==> config.mk <==
export PLATFORM = sky130hd
export DESIGN_NAME = dmem_arbiter
export DESIGN_NICKNAME = d
export VERILOG_FILES = /design/src/rtl/dmem_arbiter_pkg.sv /design/src/rtl/rr_pick2.sv /design/src/rtl/dmem_arbiter.sv
export SDC_FILE = /design/constraint.sdc
export NUM_CORES = 1
export LEC_CHECK = 0
export ABC_CLOCK_PERIOD_IN_PS = 2200
export BUFFER_PORTS_ARGS = -buffer_cell sky130_fd_sc_hd__buf_2
export CAP_MARGIN = 20
export CELL_PAD_IN_SITES_DETAIL_PLACEMENT = 2
export CELL_PAD_IN_SITES_GLOBAL_PLACEMENT = 2
export CORE_MARGIN = 10
export CORE_UTILIZATION = 23
export DETAILED_ROUTE_END_ITERATION = 8
export PLACE_DENSITY = 0.87
export SLEW_MARGIN = 20
export SYNTH_ARGS = -nofsm -noshare
export SYNTH_HDL_FRONTEND = slang
export SYNTH_SLANG_ARGS = --single-unit
==> constraint.sdc <==
create_clock -name clk -period 2.2 [get_ports clk]
set_input_delay 0.55 -clock clk [delete_from_list [all_inputs] [get_ports clk]]
set_output_delay 0.55 -clock clk [all_outputs]
set_load 0.005 [all_outputs]
==> src/rtl/dmem_arbiter_pkg.sv <==
// Shared types and default widths for the data-memory arbiter.
package dmem_arbiter_pkg;

    localparam int DMEM_DATA_W = 32;
    localparam int DMEM_ADDR_W = 9;

    typedef enum logic {
        RR   = 1'b0,
        LOCK = 1'b1
    } arb_state_e;

    typedef enum logic {
        REQ_CORE = 1'b0,
        REQ_DBG  = 1'b1
    } req_id_e;

endpackage

==> src/rtl/rr_pick2.sv <==
// Two-way round-robin selector: a lone requester always wins; on a tie the
// requester that was not granted last time wins.
module rr_pick2 (
    input  logic c_req,
    input  logic d_req,
    input  logic last_dbg,
    output logic pick_c,
    output logic pick_d
);

    // Tie broken by the last-granted pointer; outputs are mutually exclusive.
    always_comb begin
        pick_c = c_req & (~d_req | last_dbg);
        pick_d = d_req & (~c_req | ~last_dbg);
    end

endmodule

==> src/rtl/dmem_arbiter.sv <==
// Data-memory arbiter between the core and the debug/loader port.
//
//   state | meaning
//   ------+---------------------------------------------------------------
//   RR    | round-robin between core and debug, one grant per cycle
//   LOCK  | debug owns the memory while d_lock stays high; core is blocked
//
// Grants are combinational in cycle N, the RAM command is registered into
// cycle N+1, and read data comes back with rvalid in cycle N+2.
module dmem_arbiter
    import dmem_arbiter_pkg::*;
#(
    parameter int DATA_W = DMEM_DATA_W,
    parameter int ADDR_W = DMEM_ADDR_W
) (
    input  logic              clk,
    input  logic              reset,

    input  logic              c_req,
    input  logic              c_we,
    input  logic [ADDR_W-1:0] c_addr,
    input  logic [DATA_W-1:0] c_wdata,
    output logic              c_gnt,
    output logic              c_rvalid,

    input  logic              d_req,
    input  logic              d_we,
    input  logic [ADDR_W-1:0] d_addr,
    input  logic [DATA_W-1:0] d_wdata,
    input  logic              d_lock,
    output logic              d_gnt,
    output logic              d_rvalid,

    output logic [DATA_W-1:0] rdata,

    output logic              mem_wr,
    output logic              mem_rd,
    output logic [ADDR_W-1:0] mem_addr,
    output logic [DATA_W-1:0] mem_wdata,
    input  logic [DATA_W-1:0] mem_rdata
);

    arb_state_e state;
    req_id_e    rr_last;
    logic       lock_hold;
    logic       pick_c;
    logic       pick_d;
    logic       pend_c;
    logic       pend_d;

    // Lock only holds while d_lock is still high; the release cycle already
    // arbitrates with round-robin rules.
    assign lock_hold = (state == LOCK) && d_lock;

    rr_pick2 u_pick (
        .c_req    (c_req),
        .d_req    (d_req),
        .last_dbg (rr_last == REQ_DBG),
        .pick_c   (pick_c),
        .pick_d   (pick_d)
    );

    // Grant decode; gated by reset so nothing is accepted while held in reset.
    always_comb begin
        c_gnt = reset & ~lock_hold & pick_c;
        d_gnt = reset & (lock_hold ? d_req : pick_d);
    end

    // Arbitration FSM and last-granted pointer.
    always_ff @(posedge clk or negedge reset) begin
        if (!reset) begin
            state   <= RR;
            rr_last <= REQ_DBG;
        end else begin
            if (c_gnt) begin
                rr_last <= REQ_CORE;
            end else if (d_gnt) begin
                rr_last <= REQ_DBG;
            end

            case (state)
                RR: begin
                    if (d_gnt && d_lock) begin
                        state <= LOCK;
                    end
                end
                LOCK: begin
                    if (!d_lock) begin
                        state <= RR;
                    end
                end
                default: state <= RR;
            endcase
        end
    end

    // Register the granted command toward the RAM; address/data hold when idle.
    always_ff @(posedge clk or negedge reset) begin
        if (!reset) begin
            mem_wr    <= 1'b0;
            mem_rd    <= 1'b0;
            mem_addr  <= '0;
            mem_wdata <= '0;
        end else begin
            mem_wr <= (c_gnt & c_we) | (d_gnt & d_we);
            mem_rd <= (c_gnt & ~c_we) | (d_gnt & ~d_we);
            if (c_gnt) begin
                mem_addr  <= c_addr;
                mem_wdata <= c_wdata;
            end else if (d_gnt) begin
                mem_addr  <= d_addr;
                mem_wdata <= d_wdata;
            end
        end
    end

    // Track read ownership alongside the RAM access so rvalid lines up with mem_rdata.
    always_ff @(posedge clk or negedge reset) begin
        if (!reset) begin
            pend_c   <= 1'b0;
            pend_d   <= 1'b0;
            c_rvalid <= 1'b0;
            d_rvalid <= 1'b0;
        end else begin
            pend_c   <= c_gnt & ~c_we;
            pend_d   <= d_gnt & ~d_we;
            c_rvalid <= pend_c;
            d_rvalid <= pend_d;
        end
    end

    // Shared read bus is quiet unless a response is being returned.
    assign rdata = (c_rvalid | d_rvalid) ? mem_rdata : '0;

endmodule

==> results.cfg, run 1 <==
[cts]
hold_buffers = 0
cts-root-buf = clkbuf_16
worstSkewPairLatency_ns = 0.28
cts_resized = 0
clockBufferDepth = 2
cts_setup_buffers = 0
htree_levels = 2
cts_tree = yes
clk_pin_slew_ns = 0.06
numCtsBuffers = 5
cts.sinks = 49

[global_route]
grt_usage_pct = 14.8
grt_pass1_vias = 3710
antenna_found_initial = 0
grt_overflow = 0
grt_pass1_wl_um = 20100
grt_max_degree = 53

[flow_run]
maxCapViolCount = 0

[logic_synthesis]
async_reset_ff_share_pct = 100
synthesis.area_um2 = 2810
syn-instance-count = 309
ys_ff_latch = 49
ys_types = 26
yosys.area.top_type_share_pct = 42.7
ys.flop_type = dfrtp_1
synthTopCellsByArea = dfrtp_1, o31ai_1, a31oi_1
syn-num-nets = 430
synth_top_area_cell = dfrtp_1
synth.avg_cell_area_um2 = 9.09
synth_common_cells = dfrtp_1, a21oi_1, a31oi_1, nand4_1, o31ai_1
yosysSeqAreaShare_pct = 43.7
synth_most_common_cell = dfrtp_1
synth_warnings = 0
synth_enable_flop_cells = 0

[die]
num_rows = 40
floorplan.initialDensity_pct = 23.4
die_x_um = 131
die_area_um2 = 17000
dieHeight_um = 131
core_um2 = 12000
ios = 200

[placement]
numPortBuffers = 199
placed_area_um2 = 3850
dp.cells = 621
dp_hpwl_um = 10200
routabilityCongestion = 0.803

[final_layout]
final-seq-area_um2 = 1230
post-route-util_pct = 33.3
fin_area_um2 = 4000
nFillCells = 1386
final_cells = 629
n_antenna_cell = 0
drive_above_1_share_pct = 46.5
area_growth_pct = 42.4
multi_input_area_um2 = 1370
nets = 602

[routing]
route.detailed.drc = 0
avgViaCountPerCell = 5.34
avgRoutedWirePerCell_um = 21.6
vias = 3360
antenna_left = 0
drt_iter0_drc = 123
drtPass1Iterations = 4
drt-total-wl_um = 13600

[pwr]
power_leakage_nw = 1.86
power_switching_w = 0.000818
fin_total_pwr_w = 0.00262
switching_share_pct = 31.2
power.internal_w = 0.00180
power_frac_clock_pct = 29.7
vdd_drop_max_v = 0.000312
power.density_nw_per_um2 = 654
seqPwrFrac_pct = 42.2
p_comb_share_pct = 28.1

[worst_setup_path]
arrival_ns = 1.37
required_ns = 1.65
cp-end-kind = output port
critical_path_class = reg2out
critPathLaunchType = flip-flop
cp_max_fo = 4

[sta]
max-slew-margin-rel_pct = 28.1
post-route-period-util_pct = 87.5
clock_skew_ns = 0.00688
finalSetupViolCount = 0
post-route-min-period_ns = 1.92
rsz0062_at_grt = no
hold_violations = 0
maxSlewViolCount = 0
tightestPinTransition_ns = 1.08
max_freq_ghz = 0.520
tns_ns = 0

[worst_hold_path]
hp-class = in2async

[run_status]
outcome = completed
[routing by layer]
| metal | wire length, um | vias to the layer above | global-route usage [%] |
|---|---|---|---|
| met1 | 5260 | 1673 | 15.9 |
| met4 | 56 | 0 | 2.22 |
| met2 | 6860 | 145 | 27.4 |
| met5 | 0 | - | 0 |
| li1 | - | 1535 | - |
| met3 | 1420 | 7 | 5.64 |
[kinds of logic after synthesis]
group,count (synthesis),share of synthesized area (%)
AND/OR/NAND/NOR,83,18.2
AO/OA/AOI/OAI,131,29.7
buffers and inverters,46,8.50
flip-flops,49,43.7
[worst max-delay path, stage by stage (launching register included)]
cell and delay [ns]:
dfstp_2 0.58, nand2b_2 0.14, nand3_1 0.13, inv_2 0.11
buf_2 0.14
[final timing paths]
path,slack (ns),cells past startpoint,startpoint,endpoint
setup / recovery,0.28,4,rr_last$_DFFE_PN1P_,c_gnt
hold / removal,0.06,1,reset,state$_DFF_PN0_
setup reg to reg,0.42,3,state$_DFF_PN0_,mem_wdata[24]$_DFFE_PN0P_
hold reg to reg,0.36,0,pend_c$_DFF_PN0_,c_rvalid$_DFF_PN0_
max in group asynchronous,1.37,2,reset,mem_wdata[22]$_DFFE_PN0P_
min in group clk,0.36,0,pend_c$_DFF_PN0_,c_rvalid$_DFF_PN0_
[sequential cells by signal, indices dropped and copies added, names as in the netlist]
| signal | cells |
|---|---|
| mem_wdata | 32 |
| pend_d | 1 |
| mem_rd | 1 |
| mem_addr | 9 |
| rr_last | 1 |
| state | 1 |
| mem_wr | 1 |
| d_rvalid | 1 |
| c_rvalid | 1 |
| pend_c | 1 |
[layout by cell type, fill, tap and decap left out, types with 2 or more instances in the layout]
cell         n
inv_1        2
nor2b_1     32
dfrtp_1     48
a31oi_1     41
clkbuf_16    5
nand4_1     41
a21oi_1     42
clkbuf_1     2
o31ai_1     41
nor2_1       3
buf_2      198
buf_4       10
[power groups by stage]
stage,Combinational (W),Clock [W],Sequential [W]
2_1_floorplan,0.000348,0,0.00112
3_3_place_gp,0.000719,0,0.00111
3_5_place_dp,0.000753,0,0.00112
4_1_cts,0.000753,0.000812,0.00111
5_1_grt,0.000822,0.000856,0.00112
6_report,0.000736,0.000777,0.00111
[layout make-up]
class | instances | area share (%)
repair buffers | 208 | 26.6
well taps | 147 | 4.60
flip-flops and latches | 49 | 30.7
inverters | 3 | 0.281
clock buffers | 8 | 3.66
multi-input cells | 214 | 34.1
[through the flow]
step	hold WS [ns]	worst slack [ns]
after detailed placement	0.354	0.112
after CTS	0.0535	0.247
final	0.0626	0.276
after global placement	0.338	0.186
after floorplan	0.254	0.638
after global routing	0.0501	0.171
Power figures use the tool's default switching activity.
==> inputs of run 2 (changes only) <==
--- a/config.mk
+++ b/config.mk
@@ -8,12 +8,10 @@
 export ABC_CLOCK_PERIOD_IN_PS = 2200
 export BUFFER_PORTS_ARGS = -buffer_cell sky130_fd_sc_hd__buf_2
 export CAP_MARGIN = 20
-export CELL_PAD_IN_SITES_DETAIL_PLACEMENT = 2
-export CELL_PAD_IN_SITES_GLOBAL_PLACEMENT = 2
 export CORE_MARGIN = 10
-export CORE_UTILIZATION = 23
+export CORE_UTILIZATION = 40
 export DETAILED_ROUTE_END_ITERATION = 8
-export PLACE_DENSITY = 0.87
+export PLACE_DENSITY = 0.81
 export SLEW_MARGIN = 20
 export SYNTH_ARGS = -nofsm -noshare
 export SYNTH_HDL_FRONTEND = slang
==> results.cfg, run 2 (synthesis results as in run 1) <==
[cts]
clk_pin_slew_ns = 0.09
cts.sinks = 49
numCtsBuffers = 5
worstSkewPairLatency_ns = 0.29
htree_levels = 2
cts-root-buf = clkbuf_8
cts_tree = yes
clockBufferDepth = 2
cts_resized = 0
cts_setup_buffers = 0
hold_buffers = 0

[global_route]
grt_pass1_vias = 3318
grt_max_degree = 45
grt_usage_pct = 20.4
grt_overflow = 0
grt_pass1_wl_um = 18400
antenna_found_initial = 0

[die]
die_x_um = 104
ios = 200
floorplan.initialDensity_pct = 41.4
num_rows = 30
core_um2 = 6790
dieHeight_um = 104
die_area_um2 = 10800

[routing]
drtPass1Iterations = 4
drt_iter0_drc = 207
drt-total-wl_um = 11700
vias = 3278
top_layer_used = met4
wl_met1_um = 4460
avgRoutedWirePerCell_um = 20.1
wl_met3_um = 997
dr_wl_met2_um = 6150
route.detailed.drc = 0
antenna_left = 0
avgViaCountPerCell = 5.62

[pwr]
power_leakage_nw = 1.87
vdd_drop_max_v = 0.000391
power.density_nw_per_um2 = 626

[final_layout]
top_register = mem_wdata
top_regs = mem_wdata x32, mem_addr x9
final_cells = 583
mostFrequentLayoutCell = buf_2
n_antenna_cell = 0
largest_reg_flops = 32
post-route-util_pct = 57.9
layout_common_cells = buf_2, dfrtp_1, a21oi_1
nets = 607
drive_above_1_share_pct = 46.6
area_growth_pct = 39.9

[sta]
post-route-period-util_pct = 88.6
max_freq_ghz = 0.513
hold_violations = 0
tightestPinTransition_ns = 1.03
rsz0062_at_grt = no
maxSlewViolCount = 0
clock_skew_ns = 0.00780
tns_ns = 0
finalSetupViolCount = 0
max-slew-margin-rel_pct = 31.0
post-route-min-period_ns = 1.95

[worst_setup_path]
cp_max_fo = 4
required_ns = 1.65
arrival_ns = 1.40
critical_path_class = reg2out
slowest_delay_ns = 0.58
cp-end-kind = output port
path_cells = nand2b_1 -> nand3_1 -> inv_2 -> buf_2
cp_slowest_cell = dfstp_2
critPathLaunchType = flip-flop

[run_status]
outcome = completed

[worst_hold_path]
hp-class = in2async

[placement]
numPortBuffers = 199
routabilityCongestion = 0.911
dp.cells = 575
dp_hpwl_um = 8850

[flow_run]
maxCapViolCount = 0
-- run 2: cell types whose count changed in the layout (fill, tap and decap cells not counted), sizes merged --
cell    delta
bufinv     +1
buf        +5
clkinv     +1
clkbuf     -2
-- run 2: metrics by stage --
stage	power [W]	hold slack [ns]	cell area (um2)	setup WS, ns
floorplan	0.00147	0.254	2810	0.638
global route	0.00261	0.0491	3930	0.173
finish	0.00246	0.0698	3930	0.250
detailed placement	0.00184	0.338	3820	0.191
CTS	0.00247	0.0600	3930	0.242
global placement	0.00182	0.334	3820	0.302
-- run 2: final cells by class --
type / instances / area (um2)
Multi-Input combinational cell: 214 / 1360
Fill cell: 616 / 2860
Inverter: 3 / 11.3
Clock inverter: 2 / 35.0
Timing Repair Buffer: 213 / 1100
Sequential cell: 49 / 1230
Clock buffer: 6 / 72.6
Tap cell: 96 / 120
-- run 2: per-layer routing --
| metal | vias up | global-route usage [%] |
|---|---|---|
| met5 | - | 0 |
| met4 | 0 | 4.08 |
| met3 | 8 | 5.76 |
| met2 | 194 | 36.8 |
| met1 | 1529 | 23.4 |
| li1 | 1547 | - |
-- run 2: critical path, delay by kind of cell, from the launching register on --
kind,cells,cell delay (ns)
buffers and inverters,2,0.23
flip-flops,1,0.58
AND/OR/NAND/NOR,2,0.29
-- run 2: final timing paths --
kind | end | slack (ns) | depth (start not counted) | startpoint
max in group asynchronous | mem_wdata[27]$_DFFE_PN0P_ | 1.42 | 2 | reset
worst min register to register | c_rvalid$_DFF_PN0_ | 0.36 | 0 | pend_c$_DFF_PN0_
min in group clk | c_rvalid$_DFF_PN0_ | 0.36 | 0 | pend_c$_DFF_PN0_
worst max-delay path | c_gnt | 0.25 | 4 | rr_last$_DFFE_PN1P_
worst min-delay path | state$_DFF_PN0_ | 0.07 | 1 | reset
worst max register to register | mem_wdata[25]$_DFFE_PN0P_ | 0.46 | 3 | state$_DFF_PN0_
-- run 2: power by group --
group / leakage, nW / switching (W) / internal (W)
combinational: 1.25 / 0.000399 / 0.000321
sequential: 0.561 / 0.0000712 / 0.00103
clock: 0.0552 / 0.000301 / 0.000338
==> inputs of run 3 (changes only) <==
--- a/config.mk
+++ b/config.mk
@@ -11,8 +11,9 @@
 export CORE_MARGIN = 10
 export CORE_UTILIZATION = 40
 export DETAILED_ROUTE_END_ITERATION = 8
-export PLACE_DENSITY = 0.81
+export PLACE_DENSITY = 0.82
 export SLEW_MARGIN = 20
 export SYNTH_ARGS = -nofsm -noshare
 export SYNTH_HDL_FRONTEND = slang
+export SYNTH_HIERARCHICAL = 1
 export SYNTH_SLANG_ARGS = --single-unit
==> results.cfg, run 3 <==
[logic_synthesis]
synth_common_cells = a31oi_1, dfrtp_1, o21ai_0
ys.flop_type = dfrtp_1
synth.avg_cell_area_um2 = 8.69
synthesis.area_um2 = 2690
syn-instance-count = 309
async_reset_ff_share_pct = 100
yosys.area.top_type_share_pct = 44.7
yosysSeqAreaShare_pct = 45.7
synth_warnings = 6
ys_types = 22
syn-num-nets = 430
synthTopCellsByArea = dfrtp_1, a31oi_1, o21ai_0
synth_most_common_cell = a31oi_1
ys_ff_latch = 49
synth_top_area_cell = dfrtp_1
synth_enable_flop_cells = 0

[placement]
dp.cells = 559
place_ws_ns = 0.123
routabilityCongestion = 0.939
dp_hpwl_um = 8540
numPortBuffers = 199

[global_route]
grt_pass1_vias = 3231
grt_pass1_wl_um = 16800
grt_overflow = 0
grt_usage_pct = 20.0
antenna_found_initial = 4
grt_max_degree = 71

[worst_setup_path]
r2r_setup_slack_ns = 0.42
path_cells = a21boi_1 -> a21boi_0 -> o21ai_1 -> inv_1 -> buf_2
cp_slowest_cell = dfstp_2
cp.buffers_inverters = 2
cp-end-kind = output port
critPathLaunchType = flip-flop
critical_path_class = reg2out
arrival_ns = 1.55
slowest_delay_ns = 0.56
crit_family = flip-flops
required_ns = 1.65
cp_max_fo = 3

[flow_run]
maxCapViolCount = 0

[cts]
worstSkewPairLatency_ns = 0.30
numCtsBuffers = 5
cts_tree = yes
clk_pin_slew_ns = 0.08
hold_buffers = 0
cts.sinks = 49
cts-root-buf = clkbuf_8
clockBufferDepth = 2
htree_levels = 2

[sta]
whs_ns = 0.0460
max-slew-margin-rel_pct = 50.1
post-route-min-period_ns = 2.10
post-route-period-util_pct = 95.7
finalSetupViolCount = 0
setup_slack_ns = 0.0956
max_freq_ghz = 0.475
hold_violations = 0
tightestPinTransition_ns = 0.748
maxSlewViolCount = 0
clock_skew_ns = 0.00441

[die]
core_um2 = 6420
dieHeight_um = 102
ios = 200
num_rows = 29
die_area_um2 = 10400
floorplan.initialDensity_pct = 41.8
die_x_um = 102

[final_layout]
top_regs = mem_wdata x32, mem_addr x9
layout_common_cells = buf_2, a31oi_1, dfrtp_1
largest_reg_flops = 32
nets = 611
area_growth_pct = 41.8
mostFrequentLayoutCell = buf_2
top_register = mem_wdata
nFillCells = 576
final_cells = 573
drive_above_1_share_pct = 45.8

[routing]
vias = 3228
drt_iter0_drc = 209
antenna_left = 0
drt-total-wl_um = 11100
route.detailed.drc = 0
avgViaCountPerCell = 5.63
drtPass1Iterations = 5
avgRoutedWirePerCell_um = 19.3

[pwr]
vdd_drop_max_v = 0.000288
power.density_nw_per_um2 = 684
power_leakage_nw = 1.82

[worst_hold_path]
hp-class = in2async

[run_status]
outcome = completed
run 3: cell types whose count changed after synthesis, moves of 18 or more:
cell / delta
o21ai_0: +42
buf_2: -20
a31oi_1: +41
o31ai_1: -41
a21oi_1: -41
nand4_1: -41
nand3_1: +40
clkbuf_1: +18
run 3: worst paths after layout:
| kind | end | cells past startpoint | start |
|---|---|---|---|
| worst min-delay path | state$_DFF_PN0_ | 1 | reset |
| worst min register to register | c_rvalid$_DFF_PN0_ | 0 | pend_c$_DFF_PN0_ |
| worst max-delay path | d_gnt | 5 | rr_last$_DFFE_PN1P_ |
| max in group asynchronous | mem_wdata[25]$_DFFE_PN0P_ | 2 | reset |
| min in group clk | c_rvalid$_DFF_PN0_ | 0 | pend_c$_DFF_PN0_ |
| worst max register to register | mem_wdata[19]$_DFFE_PN0P_ | 6 | rr_last$_DFFE_PN1P_ |
run 3: report_power, final:
| group | total [W] | leakage, nW | switching (W) | internal [W] |
|---|---|---|---|---|
| combinational | 0.000874 | 1.22 | 0.000464 | 0.000410 |
| sequential | 0.00119 | 0.559 | 0.0000944 | 0.00109 |
| clock | 0.000543 | 0.0455 | 0.000286 | 0.000257 |
| total | 0.00260 | 1.82 | 0.000844 | 0.00176 |
run 3: layout make-up:
cell class	instances	area [um2]	share of cell area [%]
multi-input combinational	217	1260	33.0
sequential	49	1230	32.2
timing repair buffer	214	1110	29.2
tap	77	96.3	2.53
clock buffer	8	90.1	2.37
antenna	5	12.5	0.329
inverter	3	11.3	0.296
run 3: routing by layer:
| metal | global-route usage (%) | wire length, um | vias up |
|---|---|---|---|
| met5 | 0 | 0 | - |
| met4 | 9.65 | 332 | 0 |
| met3 | 6.82 | 1310 | 18 |
| met2 | 35.9 | 5550 | 202 |
| met1 | 20.5 | 3880 | 1491 |
| li1 | - | - | 1517 |
run 3: worst reg2reg max path, delay by kind of cell (launching register included):
kind,cells,cell delay (ns)
DFF,1,0.56
buffers and inverters,2,0.43
AOI/OAI and AO/OA,2,0.37
and+or+nand+nor,2,0.34
run 3: logic make-up (layout without fill, tap and decap cells):
group | Yosys count | in the layout | share of synthesized area, %
other | 0 | 5 | 0
AND/OR/NAND/NOR | 85 | 85 | 17.4
buffers and inverters | 43 | 225 | 7.78
flip-flops | 49 | 49 | 45.7
AO/OA/AOI/OAI | 132 | 132 | 29.1
run 3: repair_timing:
| item | 4_1_cts | 5_1_grt |
|---|---|---|
| endpoints found under the setup margin | 1 | 2 |
| setup buffers | 0 | 1 |
| pin swaps | 0 | 2 |
| gates resized for setup | 1 | 4 |
| gates cloned | 0 | 0 |
run 3: metrics by stage:
stage                     TNS [ns]  utilization, %  instance area [um2]  power, W
final                            0            59.3                 3810   0.00260
after CTS                        0            58.9                 3780   0.00263
after global placement           0            57.5                 3690   0.00205
after global routing       -0.0393            59.2                 3800   0.00278
after detailed placement         0            57.5                 3690   0.00208
after floorplan                  0               -                 2690   0.00163
